<file path="src/rtl/serial_add3_ctrl.sv">
// Sequential three-operand adder: in1+in2+in3+cin, two bits per cycle,
// with valid/ready handshakes on both sides and a synchronous flush.
module serial_add3_ctrl #(
  parameter int WIDTH = 16
) (
  input  logic             clk,
  input  logic             rst_n,
  input  logic             in_valid,
  output logic             in_ready,
  input  logic [WIDTH-1:0] in1,
  input  logic [WIDTH-1:0] in2,
  input  logic [WIDTH-1:0] in3,
  input  logic             cin,
  input  logic             flush,
  output logic             out_valid,
  input  logic             out_ready,
  output logic [WIDTH+1:0] sum,
  output logic             busy
);

  localparam int NSL   = WIDTH / 2;
  localparam int CNT_W = (NSL > 1) ? $clog2(NSL) : 1;
  localparam logic [CNT_W-1:0] LAST = CNT_W'(NSL - 1);

  localparam logic [1:0] S_IDLE = 2'd0;
  localparam logic [1:0] S_RUN  = 2'd1;
  localparam logic [1:0] S_DONE = 2'd2;

  logic [1:0]       state_q, state_d;
  logic [WIDTH-1:0] a_q, a_d;
  logic [WIDTH-1:0] b_q, b_d;
  logic [WIDTH-1:0] c_q, c_d;
  logic [1:0]       cr_q, cr_d;
  logic [CNT_W-1:0] cnt_q, cnt_d;
  logic [WIDTH+1:0] sum_q, sum_d;
  logic             out_valid_q, out_valid_d;
  logic [3:0]       t;

  // Slice total a+b+c+cr: at most 3+3+3+2 = 11, so the carry out is 0..2.
  always_comb begin
    t = {2'b00, a_q[1:0]} + {2'b00, b_q[1:0]} + {2'b00, c_q[1:0]} + {2'b00, cr_q};
  end

  always_comb begin
    state_d     = state_q;
    a_d         = a_q;
    b_d         = b_q;
    c_d         = c_q;
    cr_d        = cr_q;
    cnt_d       = cnt_q;
    sum_d       = sum_q;
    out_valid_d = out_valid_q;

    if (flush) begin
      state_d     = S_IDLE;
      out_valid_d = 1'b0;
      cr_d        = '0;
      cnt_d       = '0;
    end else begin
      case (state_q)
        S_IDLE: begin
          if (in_valid) begin
            a_d     = in1;
            b_d     = in2;
            c_d     = in3;
            cr_d    = {1'b0, cin};
            cnt_d   = '0;
            sum_d   = '0;
            state_d = S_RUN;
          end
        end
        S_RUN: begin
          sum_d[{cnt_q, 1'b0} +: 2] = t[1:0];
          cr_d  = t[3:2];
          a_d   = a_q >> 2;
          b_d   = b_q >> 2;
          c_d   = c_q >> 2;
          cnt_d = cnt_q + CNT_W'(1);
          if (cnt_q == LAST) begin
            state_d = S_DONE;
          end
        end
        S_DONE: begin
          // First DONE cycle deposits the final carry; the result is then
          // presented until the consumer takes it.
          if (!out_valid_q) begin
            sum_d[WIDTH+1:WIDTH] = cr_q;
            out_valid_d          = 1'b1;
          end else if (out_ready) begin
            out_valid_d = 1'b0;
            state_d     = S_IDLE;
          end
        end
        default: begin
          state_d     = S_IDLE;
          out_valid_d = 1'b0;
        end
      endcase
    end
  end

  always_ff @(posedge clk or negedge rst_n) begin
    if (!rst_n) begin
      state_q     <= S_IDLE;
      a_q         <= '0;
      b_q         <= '0;
      c_q         <= '0;
      cr_q        <= '0;
      cnt_q       <= '0;
      sum_q       <= '0;
      out_valid_q <= 1'b0;
    end else begin
      state_q     <= state_d;
      a_q         <= a_d;
      b_q         <= b_d;
      c_q         <= c_d;
      cr_q        <= cr_d;
      cnt_q       <= cnt_d;
      sum_q       <= sum_d;
      out_valid_q <= out_valid_d;
    end
  end

  assign in_ready  = (state_q == S_IDLE);
  assign busy      = (state_q != S_IDLE);
  assign out_valid = out_valid_q;
  assign sum       = sum_q;

endmodule

</file>
<file path="config.mk">
export PLATFORM = sky130hd
export DESIGN_NAME = serial_add3_ctrl
export DESIGN_NICKNAME = d
export VERILOG_FILES = /design/src/rtl/serial_add3_ctrl.sv
export SDC_FILE = /design/constraint.sdc
export NUM_CORES = 1
export LEC_CHECK = 0
export CORE_AREA = 4 4 101 103
export CTS_BUF_LIST = sky130_fd_sc_hd__clkbuf_8
export CTS_CLUSTER_DIAMETER = 60
export DETAILED_ROUTE_END_ITERATION = 10
export DIE_AREA = 0 0 105 107
export GPL_TIMING_DRIVEN = 1
export PLACE_DENSITY = 0.63
export SETUP_SLACK_MARGIN = 0.5
export SLEW_MARGIN = 0
export SYNTH_ARGS = -nofsm -noshare
export SYNTH_HDL_FRONTEND = slang
export SYNTH_SLANG_ARGS = --single-unit
</file>
<file path="constraint.sdc">
create_clock -name clk -period 7.3 [get_ports clk]
set_input_delay 1.46 -clock clk [delete_from_list [all_inputs] [get_ports clk]]
set_output_delay 1.46 -clock clk [all_outputs]
set_load 0.03 [all_outputs]
</file>
==> impl_metrics.csv <==
group,metric,value,unit
global_route,grt_pass1_vias,2902,
global_route,grt_start_max_net_pins,75,
layout,fin_cells,560,
layout,multi_input_comb_area,0.00170,mm2
die,die-area,0.0112,mm2
clock_network,worstSkewPairLatency,0.33,ns
worst_setup_path,timing_worst_setup_path_type,"flip-flop to output pin",
detailed_routing,wirelength,8.50,mm
global_route,gr-usage-all-layers,16.0,%
die,core-area,0.00920,mm2
die,ios,75,
worst_setup_path,slowest_delay,0.73,ns
detailed_routing,wl_per_cell,15.2,um
place,dp.cells,549,
worst_setup_path,crit_buf_inv,2,
clock_network,postCtsHoldBufs,0,
timing,tightestPinTransition,0.924,ns
place,hpwlAfterDp,6.02,mm
worst_setup_path,crit_required,5.84,ns
outcome,outcome,"finished, final reports clean",
clock_network,clockRootBuffer,"clkbuf_8",
clock_network,numCtsBuffers,9,
synth,synth-seq-cells,74,
power_and_ir_drop,p_total,1.66,mW
die,initial_utilization,40.6,%
place,gp_congestion,0.886,
timing,maxSlewHeadroom,38.4,%
place,port_buffers,74,
timing,finalSetupViolCount,0,
layout,area_growth,26.0,%
worst_setup_path,crit_family,"buffers and inverters",
clock_network,cts_sinks,74,
timing,fin_crit,3.41,ns
worst_setup_path,slowest_stage,"clkdlybuf4s50_1",
synth,synth-edff-count,0,
power_and_ir_drop,vdd_drop_max,155,uV
place,dp_slack,3.68,ns
detailed_routing,route.detailed.drc,0,
synth,syn-num-nets,456,
power_and_ir_drop,p_per_area,354,mW/mm2
layout,mostFrequentLayoutCells,"dfrtp_1 (74), clkdlybuf4s50_1 (73), nand2_1 (48)",
clock_network,cts_tree,"built",
layout,drive_gt1_share,5.35,%
global_route,antenna_found_initial,0,
timing,setup_tns,0,ns
timing,fin_crit_sh,46.7,%
detailed_routing,vias,2989,
layout,nFillCells,875,
clock_network,cts_resized,0,
global_route,grt_overflow,0,
layout,fin_area,0.00470,mm2
worst_setup_path,cp_max_fo,6,
synth,synth_seq_area_share,49.6,%
worst_setup_path,critPathArrivalTime,1.95,ns
synth,synthFlopType,"dfrtp_1",
clock_network,clockBufferDepth,2,
synth,syn_avg_cell_area,9.72,um2
global_route,grt_pass1_wl,14.5,mm
synth,yosys_warnings,0,
detailed_routing,first_pass_iters,4,
die,dieHeight,107,um
timing,rsz0062_at_grt,"no",
layout,layout_commonest_cell,"dfrtp_1",
power_and_ir_drop,p_leak,2.00,nW
clock_network,cts_max_level,3,
die,rows,35,
clock_network,clk_pin_slew,0.07,ns
synth,async_flop_share,100,%
layout,antenna_cells,0,
place,placed_cell_area,0.00453,mm2
timing,slew_violations,0,
synth,synth_cell_types,39,
worst_setup_path,end_kind,"output pin",
timing,whs,0.472,ns
timing,setup_ws,3.89,ns
synth,syn_inst,384,
worst_setup_path,startpoint_type,"flip-flop",
run,maxCapViolCount,0,
detailed_routing,vias_per_cell,5.34,
layout,final_core_util,51.1,%
worst_setup_path,crit_chain,"inv_1 > ha_1 > clkdlybuf4s50_1",
clock_network,cts_setup_buffers,0,
timing,clock.fmax,294,MHz
timing,finalHoldViolCount,0,
layout,seqCellArea,0.00185,mm2
min_path,hp-class,"flip-flop to flip-flop",
detailed_routing,ant_nets,0,
timing,clock_skew,0.00928,ns
detailed_routing,drt_iter0_drc,119,
layout,nets,521,
synth,synth_area,0.00373,mm2
die,fp.dieW,105,um
worst_setup_path,r2r_setup_slack,4.28,ns
==> cells by family (layout without fill, tap and decap cells) <==
kind of cell	count (synthesis)	count (layout)	synth area share, %
buf+inv	44	109	4.93
compound gates	82	82	14.5
simple gates	144	144	18.1
flops	74	74	49.6
fa+ha+maj	18	18	6.84
mux	22	22	6.07
==> cells in the mapped netlist, drive strengths merged, types with 5 or more instances <==
library cell / instances / area share (%)
nand2: 48 / 4.8
dfrtp: 74 / 50
ha: 14 / 4.7
nor3: 27 / 3.6
nand3: 14 / 1.9
clkbuf: 8 / 0.80
o21ai: 27 / 3.6
nand2b: 5 / 0.84
or4: 5 / 1.0
a21oi: 6 / 0.80
mux2i: 20 / 5.5
o22ai: 26 / 4.4
inv: 20 / 2.0
buf: 16 / 2.1
nor2: 34 / 3.5
==> layout make-up <==
type,instances,area share [%]
Clock buffer,10,2.93
Tap cell,111,2.96
Timing Repair Buffer,78,16.3
Multi-Input combinational cell,266,36.1
Sequential cell,74,39.4
Clock inverter,1,0.639
Inverter,20,1.60
==> worst register-to-register path: stages (launching register included) <==
cell     delay (ns)
dfrtp_1        0.41
inv_1          0.11
ha_2           0.17
buf_4          0.58
mux2i_2        0.31
nor2_2         0.54
buf_4          0.38
o21ai_0        0.18
a32o_1         0.24
==> power by group <==
part | switching, mW | total [mW] | leakage [nW] | internal, mW
logic | 0.409 | 0.711 | 0.997 | 0.302
registers | 0.0977 | 0.662 | 0.917 | 0.564
clock network | 0.133 | 0.291 | 0.0860 | 0.158
==> layer usage <==
layer / track usage (%) / wire (um) / vias up
li1: - / - / 1482
met1: 20.8 / 3820 / 1431
met2: 26.6 / 4180 / 74
met3: 4.76 / 482 / 2
met4: 3.00 / 15 / 0
met5: 0 / 0 / -
==> registers in the layout, summed over array words and instances, names as in the netlist <==
signal     count
sum           18
state_q        2
a_q           16
b_q           16
c_q           16
out_valid      1
cnt_q          3
cr_q           2
==> worst paths after layout <==
| check | depth (start not counted) | from | end |
|---|---|---|---|
| worst min register to register | 2 | b_q[14]$_DFFE_PN0P_ | b_q[14]$_DFFE_PN0P_ |
| min in group asynchronous | 1 | rst_n | out_valid$_DFFE_PN0N_ |
| max in group asynchronous | 1 | rst_n | a_q[8]$_DFFE_PN0P_ |
| worst min-delay path | 2 | b_q[14]$_DFFE_PN0P_ | b_q[14]$_DFFE_PN0P_ |
| worst max register to register | 8 | state_q[1]$_DFFE_PN0P_ | sum[1]$_DFFE_PN0P_ |
| worst max-delay path | 3 | state_q[0]$_DFFE_PN0P_ | in_ready |
No activity file was read; power rests on OpenSTA's default activity.
